--- src/rtl/uart_rx_ctrl.sv ---
// UART receive sequencer: owns the oversample edge counter and the bit counter,
// drives the sampler/deserializer/checker enables and decides frame acceptance.
module uart_rx_ctrl #(
  parameter int DATA_WIDTH  = 8,
  parameter int PRESC_WIDTH = 6
) (
  input  logic                   CLK,
  input  logic                   RST,
  input  logic                   RX_IN,
  input  logic                   PAR_EN,
  input  logic [PRESC_WIDTH-1:0] Prescale,
  input  logic                   sampled_bit,
  input  logic                   strt_glitch,
  input  logic                   par_err,
  input  logic                   stp_err,
  output logic [PRESC_WIDTH-1:0] edge_cnt,
  output logic [3:0]             bit_cnt,
  output logic                   dat_samp_en,
  output logic                   deser_en,
  output logic                   strt_chk_en,
  output logic                   par_check_en,
  output logic                   stp_chk_en,
  output logic                   data_valid,
  output logic                   frame_err
);

  typedef enum logic [2:0] {
    IDLE   = 3'd0,
    START  = 3'd1,
    DATA   = 3'd2,
    PARITY = 3'd3,
    STOP   = 3'd4
  } state_e;

  state_e                 state_q, state_d;
  logic [PRESC_WIDTH-1:0] edge_q, edge_d;
  logic [3:0]             bit_q, bit_d;
  logic [PRESC_WIDTH-1:0] presc_q, presc_d;
  logic                   par_en_q, par_en_d;
  logic                   err_q, err_d;
  logic                   dv_q, dv_d;
  logic                   fe_q, fe_d;

  logic [PRESC_WIDTH-1:0] last_edge;
  logic [PRESC_WIDTH-1:0] mid_edge;
  logic                   bit_end;
  logic                   in_window;

  // The sampled bit feeds the deserializer directly; sequencing never needs it.
  logic unused_sampled_bit;
  assign unused_sampled_bit = sampled_bit;

  function automatic logic [PRESC_WIDTH-1:0] legal_presc(input logic [PRESC_WIDTH-1:0] p);
    if (p == PRESC_WIDTH'(16) || p == PRESC_WIDTH'(32)) begin
      return p;
    end
    return PRESC_WIDTH'(8);
  endfunction

  assign last_edge = presc_q - PRESC_WIDTH'(1);
  assign mid_edge  = (presc_q >> 1) + PRESC_WIDTH'(1);
  assign bit_end   = (edge_q == last_edge);
  assign in_window = (edge_q >= mid_edge);

  always_ff @(posedge CLK or negedge RST) begin
    if (!RST) begin
      state_q  <= IDLE;
      edge_q   <= '0;
      bit_q    <= '0;
      presc_q  <= PRESC_WIDTH'(8);
      par_en_q <= 1'b0;
      err_q    <= 1'b0;
      dv_q     <= 1'b0;
      fe_q     <= 1'b0;
    end else begin
      state_q  <= state_d;
      edge_q   <= edge_d;
      bit_q    <= bit_d;
      presc_q  <= presc_d;
      par_en_q <= par_en_d;
      err_q    <= err_d;
      dv_q     <= dv_d;
      fe_q     <= fe_d;
    end
  end

  always_comb begin
    state_d  = state_q;
    edge_d   = edge_q;
    bit_d    = bit_q;
    presc_d  = presc_q;
    par_en_d = par_en_q;
    err_d    = err_q;
    dv_d     = 1'b0;
    fe_d     = 1'b0;

    if (state_q != IDLE) begin
      if (bit_end) begin
        edge_d = '0;
        bit_d  = bit_q + 4'd1;
      end else begin
        edge_d = edge_q + PRESC_WIDTH'(1);
      end
    end

    case (state_q)
      IDLE: begin
        edge_d = '0;
        bit_d  = '0;
        if (!RX_IN) begin
          state_d  = START;
          presc_d  = legal_presc(Prescale);
          par_en_d = PAR_EN;
        end
      end
      START: begin
        if (bit_end) begin
          if (strt_glitch) begin
            state_d = IDLE;
            bit_d   = '0;
          end else begin
            state_d = DATA;
          end
        end
      end
      DATA: begin
        if (bit_end && bit_q == 4'(DATA_WIDTH)) begin
          state_d = par_en_q ? PARITY : STOP;
        end
      end
      PARITY: begin
        if (bit_end) begin
          err_d   = par_err;
          state_d = STOP;
        end
      end
      STOP: begin
        if (bit_end) begin
          fe_d  = stp_err | err_q;
          dv_d  = ~(stp_err | err_q);
          err_d = 1'b0;
          bit_d = '0;
          // A low line at the stop bit end is already the next start bit.
          if (!RX_IN) begin
            state_d  = START;
            presc_d  = legal_presc(Prescale);
            par_en_d = PAR_EN;
          end else begin
            state_d = IDLE;
          end
        end
      end
      default: begin
        state_d = IDLE;
        edge_d  = '0;
        bit_d   = '0;
      end
    endcase
  end

  always_comb begin
    dat_samp_en  = (state_q != IDLE);
    deser_en     = (state_q == DATA)   && bit_end;
    strt_chk_en  = (state_q == START)  && in_window;
    par_check_en = (state_q == PARITY) && in_window;
    stp_chk_en   = (state_q == STOP)   && in_window;
  end

  assign edge_cnt   = edge_q;
  assign bit_cnt    = bit_q;
  assign data_valid = dv_q;
  assign frame_err  = fe_q;

endmodule

--- config.mk ---
export PLATFORM = sky130hd
export DESIGN_NAME = uart_rx_ctrl
export DESIGN_NICKNAME = d
export VERILOG_FILES = /design/src/rtl/uart_rx_ctrl.sv
export SDC_FILE = /design/constraint.sdc
export NUM_CORES = 1
export LEC_CHECK = 0
export BUFFER_PORTS_ARGS = -buffer_cell sky130_fd_sc_hd__buf_2
export CORE_ASPECT_RATIO = 1.2
export CORE_MARGIN = 1.5
export CORE_UTILIZATION = 49
export CTS_CLUSTER_SIZE = 28
export DETAILED_ROUTE_END_ITERATION = 8
export MAX_ROUTING_LAYER = met4
export PLACE_DENSITY = 0.75
export SLEW_MARGIN = 20
export SYNTH_ARGS = -nofsm -noshare
export SYNTH_HDL_FRONTEND = slang
export SYNTH_SLANG_ARGS = --single-unit
--- constraint.sdc ---
create_clock -name CLK -period 2.2 [get_ports CLK]
set_clock_uncertainty 0.2 [all_clocks]
set_input_delay 0.44 -clock CLK [delete_from_list [all_inputs] [get_ports CLK]]
set_output_delay 0.44 -clock CLK [all_outputs]
set_load 0.02 [all_outputs]
==> results of run 1 <==
[power breakdown]
| group | internal, mW | switching [mW] |
|---|---|---|
| Sequential | 0.503 | 0.0996 |
| Combinational | 0.616 | 0.650 |
| Clock | 0.0708 | 0.123 |
| Total | 1.19 | 0.873 |
[timing repair]
item / 4_1_cts / 5_1_grt
gates resized for setup: 18 / 36
setup endpoints to repair: 24 / 27
setup buffers: 1 / 7
hold buffers: 1 / 0
pin swaps: 8 / 18
gates cloned: 0 / 0
endpoints found under the hold margin: 22 / 0
[cells in the mapped netlist (all sizes together) (3+ instances only)]
master / instances
nand2b: 4
nand2: 7
nand3: 9
a21oi: 8
or2: 3
nor3b: 3
nor2b: 5
nor2: 14
inv: 9
ha: 13
xnor2: 9
and3: 4
xor2: 9
dfrtp: 22
nand3b: 3
nor3: 7
buf: 4
o21ai: 7
mux2: 3
[flip-flops by register name (all words and copies together), names as in the netlist]
name and count:
bit_cnt 4, data_valid 1, edge_cnt 6, err_q 1, frame_err 1, par_en_q 1
presc_q 6, state_q 3
[how the worst max path moves through the flow]
stage / from / endpoint / slack (ns)
2_1_floorplan: presc_q[2]$_DFFE_PN0P_ / deser_en / -0.21
4_1_cts: presc_q[1]$_DFFE_PN0P_ / par_check_en / -0.62
3_3_place_gp: presc_q[1]$_DFFE_PN0P_ / par_check_en / -0.26
6_report: presc_q[2]$_DFFE_PN0P_ / par_check_en / -0.68
3_5_place_dp: presc_q[1]$_DFFE_PN0P_ / par_check_en / -0.32
5_1_grt: presc_q[2]$_DFFE_PN0P_ / par_check_en / -0.77
[final cells by class]
class | count | area, um^2
Inverter | 9 | 33.78
Clock buffer | 4 | 26.28
Tap cell | 36 | 45.04
Timing Repair Buffer | 63 | 465.4
Fill cell | 212 | 752.0
Multi-Input combinational cell | 125 | 1129
Sequential cell | 23 | 576.8
[layer usage]
layer	share of wire, %	GRT usage, %	wire length, um	vias up
met5	0	-	0	-
met4	1.5	6.875	59	0
met3	2.4	1.402	95	8
met2	56	39.76	2215	27
met1	40	27.81	1571	713
li1	-	-	-	684
[critical path: stages, from the launching register on]
cell     delay [ns]
dfrtp_1        0.43
ha_2           0.24
nand3_2        0.11
xor2_2         0.17
ha_1           0.29
o21a_1         0.12
nor2_1         0.05
a21oi_2        0.20
and3_4         0.22
buf_6          0.11
[through the flow]
step	power [mW]	hold WS [ns]	std cells	utilization (%)	cell area, um^2
floorplan	1.242	-0.05559	163	-	1609
global placement	1.539	0.2358	249	64.59	1956
detailed placement	1.581	0.2423	249	64.59	1956
CTS	1.868	0.09360	255	68.14	2063
global route	2.193	0.09290	260	75.17	2276
finish	2.062	0.1142	260	75.17	2276
[cells by family after synthesis]
logic type                 count (synthesis)  synth area share (%)
and+or+nand+nor                           66                 23.86
AOI/OAI and AO/OA                         24                 9.934
adders and majority gates                 13                 10.59
xor gates and xnor gates                  18                 10.26
muxes                                      4                 2.850
DFF                                       23                 37.54
buffers and inverters                     15                 4.967
==> run_results.csv, run 1 <==
group,metric,value,unit
status,status,"complete, but fails checks",
status,failed_checks,"negative setup slack",
placement,post-place-ws,-0.3244,ns
clock_tree,clock_path_buffers,2,
sta,fin_crit_sh,131.1,%
worst_setup_path,r2r_cells,11,
sta,fmax,346.7,MHz
synthesis,syn_inst,163,
min_path,hold_class,"input pin to flop",
worst_setup_path,r2r_start,"presc_q[1]$_DFFE_PN0P_",
flow_run,maxCapViolations,0,
die,die_width,54.12,um
clock_tree,htreeDepth,1,
sta,min_period,2.884,ns
routing,dr.first_iter.drc_count,36,
power,power.density,906.1,mW/mm^2
synthesis,synthTopCellsByArea,"dfrtp_1 (36%), ha_1 (11%), xnor2_1 (5.1%)",
layout,drive_gt1_share,49.11,%
worst_setup_path,worstPathArrival,2.24,ns
die,ioPinCount,31,
grt,grt-ovfl-total,0,
worst_setup_path,cp_max_fo,3,
clock_tree,clk-insertion-delay-late,0.31,ns
placement,io_buffer_count,29,
sta,rsz0062_at_grt,"true",
synthesis,syn_area,0.001536,mm^2
clock_tree,cts_tree,"built",
routing,viasPerCell,5.508,
clock_tree,clk_pin_slew,0.12,ns
grt,grt_usage,22.95,%
synthesis,synth-seq-area-share,37.54,%
layout,fin_nets,252,
routing,drc_errors,0,
die,std_cell_rows,22,
sta,finalHoldViolations,0,
clock_tree,cts_sinks,23,
routing,wire_per_inst,15.16,um
clock_tree,numCtsBuffers,3,
synthesis,yosys_warnings,0,
sta,tightest_slew,0.5229,ns
layout,final_cell_mix,"buf_2 (25), buf_4 (24), dfrtp_1 (22)",
synthesis,ys_types,39,
sta,slew_viol_final,0,
worst_setup_path,startpoint_type,"flop",
power,cellLeakagePower,1.090,nW
synthesis,synth_top_area_share,35.83,%
sta,timing.final.ws_setup,-0.6841,ns
synthesis,ys.flop_type,"dfrtp_1",
placement,dp_hpwl,2629,um
synthesis,synth-seq-cells,23,
placement,gp_congestion,0.7610,
sta,tns,-5.360,ns
sta,setup_violations,22,
synthesis,synth_top_cell_by_area,"dfrtp_1",
synthesis,synthArstFlopShare,100.0,%
routing,drt_first_pass_iters,4,
synthesis,synth_nets,190,
min_path,whs_path_depth,2,
layout,diodes,0,
routing,antenna_left,0,
sta,maxSlewHeadroom,65.14,%
die,dieArea,0.003482,mm^2
grt,grt_pass1_wl,5823,um
grt,grt_pass1_vias,1338,
min_path,worstHoldStart,"stp_err",
synthesis,synth_edf_count,0,
grt,grt_start_max_net_pins,24,
worst_setup_path,worst_setup_path_end_kind,"output port",
routing,num_vias,1432,
min_path,holdPathEnd,"data_valid$_DFF_PN0_",
clock_tree,clockRootBuffer,"clkbuf_4",
layout,area.growth.synth_to_final,48.13,%
die,core,0.003028,mm^2
power,peakVddDrop,0.9136,mV
grt,antenna_found_initial,0,
worst_setup_path,worstSetupPathType,"flop to output port",
die,die_h,64.34,um
worst_setup_path,r2r-end,"err_q$_DFFE_PN0P_",
worst_setup_path,worstPathRequired,1.56,ns
worst_setup_path,r2r_slack,-0.29,ns
routing,wl,3942,um
die,initial_core_util,50.74,%
layout,mostFrequentLayoutCell,"buf_2",
synthesis,postSynthAreaPerCell,9.426,um^2
No activity file was read; power rests on OpenSTA's default activity.
==> inputs of run 2 (changes only) <==
Settings changed: CORE_ASPECT_RATIO 1.2 to 1.75.
==> run_results.csv, run 2 (same netlist as run 1, synthesis figures left out) <==
group,metric,value,unit
status,status,"complete, but fails checks",
status,failed_checks,"negative setup slack",
worst_setup_path,worstPathRequired,1.56,ns
routing,num_vias,1492,
sta,finalHoldViolations,0,
power,combPwrFrac,60.6,%
sta,fmax,351.0,MHz
sta,tns,-9.674,ns
routing,wire_per_inst,16.94,um
clock_tree,cts_tree,"built",
power,p_sw,0.9497,mW
layout,final_cell_mix,"buf_4 (31), buf_2 (25), dfrtp_1 (21)",
sta,timing.final.ws_setup,-0.6491,ns
worst_setup_path,worstPathArrival,2.21,ns
worst_setup_path,path_cells,"inv_1, ha_4, inv_2, ha_4, a21oi_2, nor2b_1, o21ai_1, a21oi_2, and3_4, buf_6",
clock_tree,clk_pin_slew,0.08,ns
flow_run,maxCapViolations,0,
worst_setup_path,crit_buf_inv,3,
layout,n_fill_cell,179,
clock_tree,clock_path_buffers,2,
worst_setup_path,cp_max_fo,3,
die,die_h,77.08,um
die,initial_core_util,51.90,%
die,dieArea,0.003494,mm^2
grt,grt_pass1_vias,1630,
worst_setup_path,path_delay_family,"adder cells",
layout,mostFrequentLayoutCell,"buf_4",
worst_setup_path,r2r_slack,-0.48,ns
sta,holdWs,0.1707,ns
placement,dp_hpwl,2916,um
grt,grt_pass1_wl,7348,um
min_path,worstHoldStart,"stp_err",
routing,antenna_left,0,
sta,rsz0062_at_grt,"true",
power,peakVddDrop,0.8612,mV
worst_setup_path,crit_slowest_cell,"dfrtp_1",
sta,slew_viol_final,0,
worst_setup_path,r2r_cells,13,
power,clkPwrFrac,11.9,%
layout,drive_gt1_share,51.09,%
power,cellLeakagePower,1.111,nW
placement,io_buffer_count,29,
power,seqPwrFrac,27.5,%
grt,grt_usage,29.72,%
power,power.density,932.3,mW/mm^2
layout,diodes,0,
layout,postLayoutCellArea,0.002382,mm^2
clock_tree,clockRootBuffer,"clkbuf_8",
power,p_int,1.271,mW
worst_setup_path,r2r_start,"presc_q[1]$_DFFE_PN0P_",
grt,grt-ovfl-total,0,
layout,area.growth.synth_to_final,55.05,%
die,core,0.002960,mm^2
grt,grt_start_max_net_pins,24,
sta,tightest_slew,0.5373,ns
die,std_cell_rows,26,
min_path,whs_path_depth,2,
worst_setup_path,worst_path_largest_cell_delay,0.41,ns
sta,min_period,2.849,ns
min_path,holdPathEnd,"data_valid$_DFF_PN0_",
sta,setup_violations,27,
die,ioPinCount,31,
clock_tree,numCtsBuffers,3,
placement,post_dp_cell_area,0.001956,mm^2
routing,drc_errors,0,
power,power.share.switching,42.76,%
sta,maxSlewHeadroom,64.18,%
routing,wl,4591,um
min_path,hold_class,"input pin to flop",
placement,post-place-ws,-0.3513,ns
worst_setup_path,r2r-end,"bit_cnt[0]$_DFF_PN0_",
placement,gp_congestion,0.8479,
worst_setup_path,startpoint_type,"flop",
clock_tree,clk-insertion-delay-late,0.27,ns
worst_setup_path,worstSetupPathType,"flop to output port",
worst_setup_path,worst_setup_path_end_kind,"output port",
routing,viasPerCell,5.506,
grt,antenna_found_initial,0,
routing,drt_first_pass_iters,4,
clock_tree,htreeDepth,1,
layout,fin_nets,257,
routing,dr.first_iter.drc_count,29,
clock_tree,cts_sinks,23,
sta,fin_crit_sh,129.5,%
die,die_width,45.33,um
## run 2: through the flow
step | utilization (%) | total power, mW | cells
floorplan | - | 1.242 | 163
global placement | 66.06 | 1.542 | 254
global route | 80.47 | 2.351 | 271
detailed placement | 66.06 | 1.591 | 254
CTS | 78.06 | 2.104 | 269
finish | 80.47 | 2.221 | 271
## run 2: routing by layer
layer	up-vias	GRT usage, %	routed length (um)
met3	18	4.235	120
met2	39	54.71	2733
met4	0	15.59	181
li1	695	-	-
met1	740	26.90	1555
met5	-	-	0
## run 2: how the worst max path moves through the flow
stage / from / end / cells past startpoint
final: presc_q[2]$_DFFE_PN0P_ / par_check_en / 10
after floorplan: presc_q[2]$_DFFE_PN0P_ / deser_en / 9
after global routing: presc_q[1]$_DFFE_PN0P_ / par_check_en / 9
after detailed placement: presc_q[1]$_DFFE_PN0P_ / par_check_en / 9
after global placement: presc_q[3]$_DFFE_PN1P_ / par_check_en / 8
after CTS: presc_q[1]$_DFFE_PN0P_ / par_check_en / 9
## run 2: layout make-up
class	instances	area, um^2	area share, %
Clock buffer	4	45.04	1.891
Tap cell	42	52.55	2.206
Sequential cell	23	578.1	24.26
Timing Repair Buffer	68	511.7	21.48
Inverter	9	33.78	1.418
Multi-Input combinational cell	125	1161	48.74
## run 2: power by group through the flow
stage	sequential (mW)	clock, mW	combinational (mW)
after detailed placement	0.603	0	0.988
after global routing	0.618	0.290	1.44
after floorplan	0.642	0	0.600
after global placement	0.598	0	0.945
final	0.610	0.265	1.35
after CTS	0.599	0.268	1.24
## run 2: repair_timing
action	in CTS	in global routing
endpoints found under the hold margin	22	0
hold buffers	1	0
resized for setup	50	8
setup endpoints to repair	22	27
gates cloned	1	0
pin swaps	21	9
buffers inserted	9	2
